`src/rtl/gated_reg_bank_pkg.sv`:
```
// Shared constants for the gated register bank: MODE encoding and default sizing.
package gated_reg_bank_pkg;

    localparam logic MODE_LOAD  = 1'b0;
    localparam logic MODE_SHIFT = 1'b1;

    localparam int unsigned DEF_NCH         = 5;
    localparam int unsigned DEF_WIDTH       = 5;
    localparam int unsigned DEF_IDLE_CYCLES = 4;
    localparam int unsigned DEF_SCW         = 16;

endpackage

```
`src/rtl/gated_reg_bank_idle.sv`:
```
// Per-channel idle counter; requests clock gating once the channel has been idle long enough.
module gate_idle_counter
    import gated_reg_bank_pkg::*;
#(
    parameter int unsigned IDLE_CYCLES = DEF_IDLE_CYCLES
) (
    input  logic clk,
    input  logic rst_n,
    input  logic en,
    output logic gate_req
);

    localparam int unsigned CW = $clog2(IDLE_CYCLES + 1);
    localparam logic [CW-1:0] LIMIT = CW'(IDLE_CYCLES);

    logic [CW-1:0] idle_cnt;

    // Activity clears the count; idleness counts up and parks at the limit.
    always_ff @(posedge clk or negedge rst_n) begin
        if (!rst_n) begin
            idle_cnt <= '0;
        end else if (en) begin
            idle_cnt <= '0;
        end else if (idle_cnt != LIMIT) begin
            idle_cnt <= idle_cnt + CW'(1);
        end
    end

    // Request is a pure decode of the registered count, so waking costs one cycle.
    assign gate_req = (idle_cnt == LIMIT);

endmodule

```
`src/rtl/gated_reg_bank.sv`:
```
// Two mirrored banks of per-channel registers with idle-based gate requests and a
// saturating statistic of gated channel-cycles. No clocks are gated in here; the
// requests are exported for an external clock-gating cell.
module gated_reg_bank
    import gated_reg_bank_pkg::*;
#(
    parameter int unsigned NCH         = DEF_NCH,
    parameter int unsigned WIDTH       = DEF_WIDTH,
    parameter int unsigned IDLE_CYCLES = DEF_IDLE_CYCLES,
    parameter int unsigned SCW         = DEF_SCW
) (
    input  logic                       clk,
    input  logic                       rst_n,
    input  logic [NCH-1:0]             en,
    input  logic                       mode,
    input  logic [WIDTH-1:0]           d_in,
    input  logic                       clr_stats,
    output logic [NCH*WIDTH-1:0]       out1,
    output logic [NCH*WIDTH-1:0]       out2,
    output logic [NCH-1:0]             gate_req,
    output logic [$clog2(NCH+1)-1:0]   gated_cnt,
    output logic [SCW-1:0]             saved_cycles
);

    localparam int unsigned GCW = $clog2(NCH + 1);
    localparam int unsigned SW  = ((SCW > GCW) ? SCW : GCW) + 1;
    localparam logic [SW-1:0] SAT = SW'({SCW{1'b1}});

    logic [SW-1:0] sum_c;

    // Slot update: load the shared word, or shift left taking d[0] into bit 0.
    // For WIDTH=1 the shift leaves only the incoming bit, i.e. a load of d[0].
    function automatic logic [WIDTH-1:0] next_slot(input logic [WIDTH-1:0] cur,
                                                   input logic             m,
                                                   input logic [WIDTH-1:0] d);
        if (m == MODE_SHIFT) begin
            return (cur << 1) | WIDTH'(d[0]);
        end
        return d;
    endfunction

    // Bank A follows en[i]; bank B follows the mirrored enable en[NCH-1-i].
    always_ff @(posedge clk or negedge rst_n) begin
        if (!rst_n) begin
            out1 <= '0;
            out2 <= '0;
        end else begin
            for (int i = 0; i < NCH; i++) begin
                if (en[i]) begin
                    out1[i*WIDTH +: WIDTH] <= next_slot(out1[i*WIDTH +: WIDTH], mode, d_in);
                end
                if (en[NCH-1-i]) begin
                    out2[i*WIDTH +: WIDTH] <= next_slot(out2[i*WIDTH +: WIDTH], mode, d_in);
                end
            end
        end
    end

    // One idle tracker per channel.
    for (genvar g = 0; g < NCH; g++) begin : g_idle
        gate_idle_counter #(
            .IDLE_CYCLES (IDLE_CYCLES)
        ) u_idle (
            .clk      (clk),
            .rst_n    (rst_n),
            .en       (en[g]),
            .gate_req (gate_req[g])
        );
    end

    // Population count of active gate requests.
    always_comb begin
        gated_cnt = '0;
        for (int i = 0; i < NCH; i++) begin
            gated_cnt = gated_cnt + GCW'(gate_req[i]);
        end
    end

    assign sum_c = SW'(saved_cycles) + SW'(gated_cnt);

    // Saturating accumulation of gated channel-cycles; clear wins over accumulation.
    always_ff @(posedge clk or negedge rst_n) begin
        if (!rst_n) begin
            saved_cycles <= '0;
        end else if (clr_stats) begin
            saved_cycles <= '0;
        end else if (sum_c > SAT) begin
            saved_cycles <= '1;
        end else begin
            saved_cycles <= SCW'(sum_c);
        end
    end

endmodule

```
`config.mk`:
```
export PLATFORM = sky130hd
export DESIGN_NAME = gated_reg_bank
export DESIGN_NICKNAME = d
export VERILOG_FILES = /design/src/rtl/gated_reg_bank_pkg.sv /design/src/rtl/gated_reg_bank_idle.sv /design/src/rtl/gated_reg_bank.sv
export SDC_FILE = /design/constraint.sdc
export NUM_CORES = 1
export LEC_CHECK = 0
export CAP_MARGIN = 20
export CORE_MARGIN = 8
export CORE_UTILIZATION = 47
export CTS_CLUSTER_DIAMETER = 150
export CTS_CLUSTER_SIZE = 25
export DETAILED_ROUTE_END_ITERATION = 8
export GPL_ROUTABILITY_DRIVEN = 0
export PLACE_DENSITY = 0.8
export SETUP_SLACK_MARGIN = 0.5
export SLEW_MARGIN = 5
export SYNTH_ARGS = -nofsm -noshare
export SYNTH_HDL_FRONTEND = slang
export SYNTH_SLANG_ARGS = --single-unit
```
`constraint.sdc`:
```
create_clock -name clk -period 4.3 [get_ports clk]
set_input_delay 0.43 -clock clk [delete_from_list [all_inputs] [get_ports clk]]
set_output_delay 0.43 -clock clk [all_outputs]
set_load 0.05 [all_outputs]
```
---- After elaboration in Yosys (flattened, before gate mapping) ----
Cells that the tools add are included.
word-level totals
  output and inout port bits .............. 74
  flip-flop bits (word level) ............. 81
cells by class
  reductions and logical operators ........ 5
  mux-type cells .......................... 38
  bitwise operators ....................... 10
  add/subtract/negate cells ............... 10
  order comparisons ....................... 1
  equal/unequal tests ..................... 10
operator list
  operator                                                                number
  5-bit two-way mux                                                       20
  5-bit by 1-bit bitwise OR with 5-bit output                             10
  16-bit two-way mux                                                      2
  3-bit two-way mux                                                       10
  16-bit by 3-bit adder with 17-bit output                                1
  17-bit by 16-bit > comparator with 1-bit output, second input constant  1
  3-bit by 1-bit adder with 3-bit output, second input constant           5
  3-bit equality test, second input constant                              5
  3-bit inequality test, second input constant                            5
  2-bit nonzero test                                                      5
  3-bit by 1-bit adder with 3-bit output                                  2
  1-bit two-way mux                                                       6
  2-bit by 1-bit adder with 3-bit output                                  1
  1-bit by 1-bit adder with 2-bit output                                  1

---- Depth between registers and ports, before layout ----
Gate-level depths: netlist (run 1).
  word-level depth ........................ 9
  gate-level depth with buffers ........... 15
  depth with buffers taken out ............ 14

---- By module ----
A second synthesis (run 1) with hierarchy kept.
unflattened totals
  cells, all modules ...................... 310
  area total of the unflattened synthesis .. 3049.2 um^2
by module, submodules not included
  module             area each (um^2)  times used  cells an instance  sequential area each (um^2)
  gated_reg_bank     2167.1            1           225                1026.0
  gate_idle_counter  176.4             5           17                 75.1

---- Worst setup path after synthesis (run 1) ----
No wires, ideal clock.
  path kind ............................... register -> register
  start ................................... reg g_idle[3].u_idle.idle_cnt[0]
  end ..................................... reg saved_cycles[8]
  period minus slack after synthesis ...... 3.737 ns
  setup slack ............................. 0.563 ns
  arrival time ............................ 3.659 ns
  data required time ...................... 4.222 ns
  path buffers ............................ 0
  stages on the path, launching flop included .. 15
  path through ............................ dfrtp_1 > inv_1 > ha_1 > nand2_1 > inv_1 > fa_1 > inv_1 > fa_1 > inv_1 > ha_1 > fa_1 > a21oi_1 > nor3_4 > or2_2 > a21oi_1
on the way
  word-level cells in the longest chain between the ends .. 7
ends and longest elaborated chain
  item                                                   RTL line                   RTL
  start, declared                                        gated_reg_bank_idle.sv:16  logic [CW-1:0] idle_cnt;
  start signal, assigned                                 gated_reg_bank_idle.sv:25  idle_cnt <= idle_cnt + CW'(1);
  3-bit equality test *                                  gated_reg_bank_idle.sv:30  assign gate_req = (idle_cnt == LIMIT);
  net g_idle[3].u_idle.gate_req                          gated_reg_bank_idle.sv:10  output logic gate_req
  3-bit by 1-bit adder with 3-bit output * (2 in a row)  gated_reg_bank.sv:75       gated_cnt = gated_cnt + GCW'(gate_req[i]);
  net gated_cnt[0]                                       gated_reg_bank.sv:21       output logic [$clog2(NCH+1)-1:0] gated_cnt,
  16-bit by 3-bit adder with 17-bit output *             gated_reg_bank.sv:79       assign sum_c = SW'(saved_cycles) + SW'(gated_cnt);
  17-bit by 16-bit > comparator with 1-bit output        gated_reg_bank.sv:87       end else if (sum_c > SAT) begin
  16-bit two-way mux *                                   gated_reg_bank.sv:87
  16-bit two-way mux *                                   gated_reg_bank.sv:85       end else if (clr_stats) begin
  end signal, assigned                                   gated_reg_bank.sv:90       saved_cycles <= SCW'(sum_c);
  end, declared                                          gated_reg_bank.sv:22       output logic [SCW-1:0] saved_cycles
The timed path passes the listed nets; every way through them passes the cells marked *.
A chain may end at the register's enable or synchronous reset.

---- Final worst setup path (run 1) ----
  start ................................... reg g_idle[3].u_idle.idle_cnt[0]
  end ..................................... reg saved_cycles[8]
on the way
  word-level cells in the longest chain between the ends .. 7
ends and longest elaborated chain
  item                                                   RTL line
  3-bit equality test *                                  gated_reg_bank_idle.sv:30
  3-bit by 1-bit adder with 3-bit output * (2 in a row)  gated_reg_bank.sv:75
  16-bit by 3-bit adder with 17-bit output *             gated_reg_bank.sv:79
  17-bit by 16-bit > comparator with 1-bit output        gated_reg_bank.sv:87
  16-bit two-way mux *                                   gated_reg_bank.sv:87
  16-bit two-way mux *                                   gated_reg_bank.sv:85
Every way passes the cells marked *; elsewhere a longest branch is shown, timed or not.

==> results of run 1 <==
==> flip-flops by register name (all words and copies together), names as in the netlist <==
signal and count:
saved_cycles 16, g_idle.u_idle.idle_cnt 15, out1 25
==> where the power goes <==
group / total (W) / leakage (nW) / switching (W) / internal (W)
Clock: 0.000343 / 0.0541 / 0.000170 / 0.000173
Combinational: 0.000521 / 0.921 / 0.000350 / 0.000171
Sequential: 0.000624 / 0.705 / 0.0000479 / 0.000576
Total: 0.00149 / 1.68 / 0.000568 / 0.000920
==> worst register-to-register path: cells and delay by family (launching register included) <==
kind / cells / cell delay [ns]
buffers and inverters: 4 / 0.25
AO/OA/AOI/OAI: 2 / 0.39
flip-flops: 1 / 0.40
adder cells (fa/ha/maj): 5 / 1.90
AND/OR/NAND/NOR: 3 / 0.53
==> metrics by stage <==
stage          std cells  worst slack (ns)  hold WS, ns  instance area, um2  total power [W]
5_1_grt              450             0.541        0.303                3810          0.00156
4_1_cts              450             0.607        0.271                3800          0.00151
2_1_floorplan        317             0.563        0.134                2980          0.00101
3_5_place_dp         442             0.521        0.538                3680          0.00116
3_3_place_gp         442             0.642        0.533                3680          0.00115
6_report             450             0.747        0.242                3810          0.00149
==> final timing paths <==
| path | endpoint | slack, ns | cells past startpoint |
|---|---|---|---|
| worst min-delay path | out1[16] | 0.24 | 2 |
| worst min register to register | g_idle[2].u_idle.idle_cnt[1] | 0.55 | 2 |
| worst max-delay path | saved_cycles[8] | 0.75 | 14 |
| max in group asynchronous | saved_cycles[8] | 3.59 | 2 |
| min in group clk | g_idle[2].u_idle.idle_cnt[1] | 0.55 | 2 |
| worst max register to register | saved_cycles[8] | 0.75 | 14 |
==> cell families after synthesis <==
family / after synthesis / synth area share
compound gates: 73 / 0.132
fa+ha+maj: 17 / 0.0791
simple gates: 95 / 0.151
xor+xnor: 11 / 0.0324
buf+inv: 59 / 0.113
mux: 6 / 0.0223
flops: 56 / 0.471
==> timing repair <==
| item | 4_1_cts | 5_1_grt |
|---|---|---|
| hold buffers | 0 | 0 |
| gates resized for setup | 1 | 4 |
| setup endpoints to repair | 1 | 13 |
| endpoints found under the hold margin | 0 | 0 |
==> per-layer routing <==
metal	GRT usage	routed length [um]
met1	0.180	2910
met2	0.266	3290
met3	0.0535	660
met4	0.0307	49
met5	0	0
==> layout by cell type (no fill, tap or decap), types with 2 or more instances in the layout <==
cell,netlist,routed
clkdlybuf4s50_1,0,84
a21oi_1,61,60
dfrtp_1,56,56
nor2_1,40,40
nand2_1,28,27
inv_1,19,19
ha_1,14,14
xnor2_1,10,10
nor2b_1,6,6
nor3_1,5,5
mux2_2,5,5
clkbuf_8,0,5
a31oi_1,4,4
nand3_1,3,3
fa_1,3,3
nand4_1,2,2
a311oi_1,2,2
or4_1,2,2
o31ai_1,2,2
o21ai_0,2,2
dlymetal6s2s_1,0,2
==> area by class of cell <==
type | instances | area, um2 | share of cell area
flip-flops and latches | 56 | 1400 | 0.368
multi-input cells | 202 | 1250 | 0.329
repair buffers | 88 | 878 | 0.230
inverters | 19 | 71.3 | 0.0187
well taps | 77 | 96.3 | 0.0253
clock buffers | 5 | 68.8 | 0.0181
clock inverters | 3 | 42.5 | 0.0112
==> results_dict.tcl, run 1 <==
set metrics [dict create \
    totalWireLength_mm 6.91 \
    yosys_warnings 0 \
    hp-class "in2async" \
    report.final.slew_viol_count 0 \
    critPathCaptureType "flop" \
    cp_num_buf_inv 4 \
    avgSynthCellArea_um2 9.39 \
    drv_cap 0 \
    pin_count 88 \
    grt_max_degree 57 \
    finalHoldViolCount 0 \
    root_buffer "clkbuf_8" \
    drive_above_1_share 0.0643 \
    utilization 0.611 \
    cts_buffers 5 \
    leakagePower_nw 1.68 \
    p_per_area_nw_per_um2 390 \
    dieArea_um2 9130 \
    drc_errors 0 \
    setup_viol 0 \
    initial_utilization 0.477 \
    path_max_fanout 7 \
    reg2reg_from "g_idle[3].u_idle.idle_cnt[0]" \
    slew_headroom 0.449 \
    cp_top_family "adder cells" \
    skew_ns 0.00714 \
    wl_per_cell_um 15.3 \
    tightest_slew_ns 0.824 \
    hpwlAfterDp_mm 5.27 \
    peakVddDrop_mv 0.237 \
    startpoint "g_idle[3].u_idle.idle_cnt[0]" \
    h-tree-depth 2 \
    antenna_left 0 \
    cp.arrival_ns 3.78 \
    diodes 0 \
    clock_sinks 56 \
    path_clk_slew_ns 0.10 \
    cpMaxStageDelayCell "fa_1" \
    synthFlopType "dfrtp_1" \
    async_flop_share 1.00 \
    syn2layout_area_growth_pct 28.1 \
    cpPeakStageDelay_ns 0.54 \
    finalSetupTns_ns 0 \
    cts_max_path_buffers 2 \
    core.rowCount 29 \
    antenna_found_initial 0 \
    max_freq_ghz 0.281 \
    n_fill_cell 524 \
    synth_area_leaders "dfrtp_1 47%, a21oi_1 10%, buf_4 7.6%" \
    required_ns 4.53 \
    via_per_inst 5.31 \
    start_kind "flop" \
    synth.most_common_cell "a21oi_1" \
    cp_cell_sequence "inv_1 > ha_1 > nand2_1 > inv_1 > fa_1 > inv_1 > fa_1 > inv_1 > ha_1 > fa_1 > a21oi_4 > nor3_4 > or2_2 > a21oi_1" \
    status "completed" \
    initialDrtViolationCount 42 \
    ys_types 35 \
    yosys-top-cells-count "61 x a21oi_1, 56 x dfrtp_1, 40 x nor2_1" \
    drt_first_pass_iters 4 \
    synth_top_area_cell "dfrtp_1" \
    gr-total-overflow 0 \
    cts_setup_buffers 0 \
    critical_path_class "reg2reg" \
    grt_pass1_wl_mm 11.2 \
    rsz0062_at_grt "false" \
    nets 403 \
    grt_pass1_vias 2342 \
    fp.dieW_um 95.6 \
    fin_crit_sh 0.826 \
    grt_usage 0.154 \
    clk_latency_ns 0.31 \
    synth_top_area_share 0.471 \
    fin_crit_ns 3.55 \
    ys_seq_elements 56 \
    synth_edf_count 0 \
    io_buffers 87 \
    cts_tree "built" \
    ys_seq_area_frac 0.471 \
    syn_nets 348 \
    syn_inst 317 \
    die_y_um 95.6 \
    critPathMostFrequentCell "inv_1" \
    synthesis.area_um2 2980 \
    dr_total_vias 2390 \
    core_area_um2 6240 \
]
No activity file was read; power rests on OpenSTA's default activity.
==> run 2: changes to the inputs <==
clock period = 3.7 ns   (was 4.3 ns; I/O delays follow)
==> results_dict.tcl, run 2 (synthesis gave the netlist of run 1 again) <==
set metrics [dict create \
    drv_cap 0 \
    diodes 0 \
    hpwlAfterDp_mm 5.34 \
    final_cell_mix "83 x clkdlybuf4s50_1, 56 x a21oi_1, 56 x dfrtp_1" \
    cp_cell_sequence "inv_2 > ha_4 > nand2_4 > inv_4 > fa_1 > inv_1 > fa_1 > clkinvlp_4 > ha_4 > fa_2 > a21oi_4 > nor3_4 > or2_4 > a21oi_2" \
    worstRegToRegCells 14 \
    largest_reg_flops 25 \
    power_w 0.00175 \
    dr_total_vias 2500 \
    via_per_inst 5.33 \
    cpPeakStageDelay_ns 0.54 \
    root_buffer "clkbuf_8" \
    initial_utilization 0.477 \
    drt_first_pass_iters 4 \
    reg2reg_from "g_idle[3].u_idle.idle_cnt[0]" \
    wl_per_cell_um 16.3 \
    cpMaxStageDelayCell "fa_1" \
    initialDrtViolationCount 87 \
    required_ns 3.93 \
    pin_count 88 \
    drc_errors 0 \
    grt_usage 0.166 \
    drive_above_1_share 0.179 \
    io_buffers 87 \
    fin_crit_ns 3.29 \
    syn2layout_area_growth_pct 36.0 \
    grt_pass1_wl_mm 12.0 \
    cp-endpoint "saved_cycles[8]" \
    leakagePower_nw 1.74 \
    core.rowCount 29 \
    cts_buffers 5 \
    dieArea_um2 9130 \
    gr-total-overflow 0 \
    slew_headroom 0.419 \
    max_freq_ghz 0.304 \
    die_y_um 95.6 \
    report.final.slew_viol_count 0 \
    peakVddDrop_mv 0.246 \
    final_cells 469 \
    hold_slack_ns 0.0410 \
    n_fill_cell 475 \
    worstReg2RegEnd "saved_cycles[8]" \
    layout_commonest_cell "clkdlybuf4s50_1" \
    reg.largest.list "out1 x25, saved_cycles x16, g_idle.u_idle.idle_cnt x15" \
    nets 422 \
    core_area_um2 6240 \
    setup_viol 0 \
    top_register "out1" \
    path_clk_slew_ns 0.10 \
    antenna_left 0 \
    cts_max_path_buffers 2 \
    skew_ns 0.00680 \
    r2r_slack_ns 0.41 \
    tightest_slew_ns 0.868 \
    finalSetupTns_ns 0 \
    antenna_found_initial 0 \
    clk_latency_ns 0.31 \
    start_kind "flop" \
    fp.dieW_um 95.6 \
    grt_max_degree 34 \
    fin_crit_sh 0.890 \
    totalWireLength_mm 7.64 \
    clock_sinks 56 \
    hp-class "in2async" \
    cp.arrival_ns 3.53 \
    finalHoldViolCount 0 \
    critPathCaptureType "flop" \
    status "completed" \
    cts-hold-fix-buffers 0 \
    placed_cell_area_um2 3730 \
    startpoint "g_idle[3].u_idle.idle_cnt[0]" \
    path_max_fanout 8 \
    place_inst 442 \
    p_per_area_nw_per_um2 433 \
    fin_area_um2 4050 \
    grt_pass1_vias 2447 \
    h-tree-depth 2 \
    cts_tree "built" \
    critical_path_class "reg2reg" \
    rsz0062_at_grt "true" \
]
==> run 2: cell type report <==
type | count | area (um2) | share of cell area
Clock buffer | 6 | 82.6 | 0.0204
Clock inverter | 2 | 13.8 | 0.00340
Inverter | 19 | 80.1 | 0.0198
Multi-Input combinational cell | 203 | 1380 | 0.341
Timing Repair Buffer | 106 | 993 | 0.245
Tap cell | 77 | 96.3 | 0.0238
Sequential cell | 56 | 1400 | 0.346
==> run 2: how the worst min path moves through the flow <==
stage               slack (ns)  startpoint                      endpoint  cells past startpoint
detailed placement        0.39       rst_n                      out1[24]                      1
CTS                       0.05       rst_n  g_idle[4].u_idle.idle_cnt[1]                      1
global route              0.06       rst_n  g_idle[4].u_idle.idle_cnt[0]                      1
floorplan                 0.07       rst_n  g_idle[0].u_idle.idle_cnt[0]                      0
finish                    0.04       rst_n  g_idle[4].u_idle.idle_cnt[1]                      1
global placement          0.38       rst_n                      out1[24]                      1
==> run 2: metal layers <==
| metal | track usage | vias to the layer above | wire [um] |
|---|---|---|---|
| li1 | - | 1187 | - |
| met1 | 0.202 | 1206 | 3210 |
| met2 | 0.279 | 97 | 3640 |
| met3 | 0.0472 | 10 | 682 |
| met4 | 0.0525 | 0 | 106 |
| met5 | 0 | - | 0 |
==> run 2: worst max-delay path: cells and delay by family (launching register included) <==
| kind | cells | cell delay [ns] |
|---|---|---|
| compound gates | 2 | 0.32 |
| buf+inv | 4 | 0.29 |
| simple gates | 3 | 0.43 |
| fa+ha+maj | 5 | 1.78 |
| flops | 1 | 0.40 |
==> run 2: repair_timing <==
item / CTS / global route
endpoints found under the setup margin: 19 / 19
gates resized for setup: 12 / 19
pin swaps: 3 / 6
gates cloned: 1 / 0
setup buffers: 13 / 5
==> run 2: power by group <==
part | leakage [nW] | internal, W | total (W) | switching, W
Sequential | 0.705 | 0.000669 | 0.000726 | 0.0000568
Clock | 0.0516 | 0.000154 | 0.000352 | 0.000199
Combinational | 0.986 | 0.000238 | 0.000674 | 0.000436
Total | 1.74 | 0.00106 | 0.00175 | 0.000692
==> run 2: through the flow <==
| step | util | worst slack [ns] |
|---|---|---|
| after floorplan | - | 0.257 |
| after global placement | 0.598 | 0.302 |
| after detailed placement | 0.598 | 0.205 |
| after CTS | 0.637 | 0.439 |
| after global routing | 0.649 | 0.272 |
| final | 0.649 | 0.407 |
==> run 3: changes to the inputs <==
CELL_PAD_IN_SITES_DETAIL_PLACEMENT = 2   (was unset)
CELL_PAD_IN_SITES_GLOBAL_PLACEMENT = 2   (was unset)
CORE_UTILIZATION = 28   (was 47)
PLACE_DENSITY = unset   (was 0.8)
PLACE_DENSITY_LB_ADDON = 0.1   (was unset)
SKIP_CTS_REPAIR_TIMING = 1   (was unset)
==> results_dict.tcl, run 3 (synthesis gave the netlist of run 1 again) <==
set metrics [dict create \
    dieArea_um2 14200 \
    cts_max_path_buffers 2 \
    totalWireLength_mm 9.35 \
    grt_usage 0.133 \
    fin_crit_sh 0.914 \
    critPathCaptureType "flop" \
    drt_first_pass_iters 3 \
    peakVddDrop_mv 0.134 \
    fin_crit_ns 3.38 \
    core_area_um2 10300 \
    antenna_left 0 \
    drv_cap 0 \
    status "completed" \
    tightest_slew_ns 0.839 \
    clock_sinks 56 \
    regArea_um2 1400 \
    h-tree-depth 2 \
    hp-class "in2async" \
    grt_pass1_vias 2724 \
    cts_tree "built" \
    antenna_found_initial 0 \
    initial_utilization 0.288 \
    grt_pass1_wl_mm 15.1 \
    die_y_um 119 \
    slew_headroom 0.441 \
    report.final.slew_viol_count 0 \
    critical_path_class "reg2reg" \
    p_per_area_nw_per_um2 433 \
    required_ns 3.87 \
    path_max_fanout 7 \
    hpwlAfterDp_mm 7.08 \
    wl_per_cell_um 18.0 \
    largest_reg_flops 25 \
    root_buffer "clkbuf_8" \
    hold_slack_ns 0.156 \
    syn2layout_area_growth_pct 36.2 \
    finalHoldViolCount 0 \
    pin_count 88 \
    dr_total_vias 2474 \
    skew_ns 0.0101 \
    io_buffers 87 \
    gr-total-overflow 0 \
    diodes 0 \
    layout_setup_ws_ns 0.318 \
    path_clk_slew_ns 0.10 \
    top_register "out1" \
    layout_commonest_cell "clkdlybuf4s50_1" \
    grt_max_degree 35 \
    final_cell_mix "83 x clkdlybuf4s50_1, 57 x a21oi_1, 56 x dfrtp_1" \
    setup_viol 0 \
    core.rowCount 37 \
    max_freq_ghz 0.296 \
    leakagePower_nw 1.75 \
    cp.arrival_ns 3.55 \
    multiInputGateArea_um2 1340 \
    reg.largest.list "out1 x25, saved_cycles x16, g_idle.u_idle.idle_cnt x15" \
    clk_latency_ns 0.31 \
    pre_cts_slack_ns 0.189 \
    nets 415 \
    fp.dieW_um 119 \
    drive_above_1_share 0.140 \
    via_per_inst 4.75 \
    cts_buffers 5 \
    rsz0062_at_grt "true" \
    n_fill_cell 1096 \
    finalSetupTns_ns 0 \
    start_kind "flop" \
    initialDrtViolationCount 85 \
    drc_errors 0 \
]
run 3: changes by cell type in the layout (fill, tap and decap cells not counted), moves of 2 or more:
cell,before,now
ha_4,5,3
buf_6,0,2
clkbuf_2,3,0
clkbuf_1,0,2
ha_1,7,9
buf_4,19,11
dlymetal6s2s_1,0,3
run 3: report_power, final:
group / switching [W] / total, W / internal (W)
Sequential: 0.0000624 / 0.000732 / 0.000670
Combinational: 0.000438 / 0.000667 / 0.000228
Clock: 0.000202 / 0.000356 / 0.000154
run 3: layout make-up:
| type | count | share of cell area |
|---|---|---|
| inverter | 19 | 0.0191 |
| multi-input combinational | 202 | 0.330 |
| tap | 136 | 0.0420 |
| sequential | 56 | 0.346 |
| clock buffer | 8 | 0.0222 |
| timing repair buffer | 100 | 0.241 |
run 3: routing by layer:
metal / global-route usage / share of wire
met1: 0.150 / 0.41
met3: 0.0331 / 0.046
met5: 0 / 0
met4: 0.0332 / 0.0078
met2: 0.243 / 0.53
run 3: per-stage QoR:
| step | util | power, W | instance area (um2) | instances |
|---|---|---|---|---|
| after floorplan | - | 0.00119 | 3030 | 317 |
| after global placement | 0.371 | 0.00137 | 3830 | 504 |
| after detailed placement | 0.371 | 0.00140 | 3830 | 504 |
| after CTS | 0.380 | 0.00176 | 3920 | 512 |
| after global routing | 0.393 | 0.00185 | 4050 | 521 |
| final | 0.393 | 0.00175 | 4050 | 521 |
run 3: worst paths after layout:
check	from	to	slack, ns	depth (start not counted)
min in group clk	out1[19]	out1[19]	0.56	2
setup / recovery	g_idle[0].u_idle.idle_cnt[0]	saved_cycles[7]	0.32	15
hold reg to reg	out1[19]	out1[19]	0.56	2
setup reg to reg	g_idle[0].u_idle.idle_cnt[0]	saved_cycles[7]	0.32	15
hold / removal	rst_n	g_idle[3].u_idle.idle_cnt[0]	0.16	1
max in group asynchronous	rst_n	out1[7]	2.71	2
run 3: worst max-delay path, stage by stage, from the launching register on:
cell        delay (ns)
dfrtp_1           0.40
inv_1             0.09
ha_4              0.17
nand2_4           0.07
inv_2             0.06
fa_1              0.50
inv_1             0.05
fa_1              0.55
clkinvlp_4        0.12
ha_4              0.18
fa_2              0.38
a21oi_4           0.25
nor3_4            0.11
nand2_2           0.12
buf_6             0.14
a21oi_1           0.07
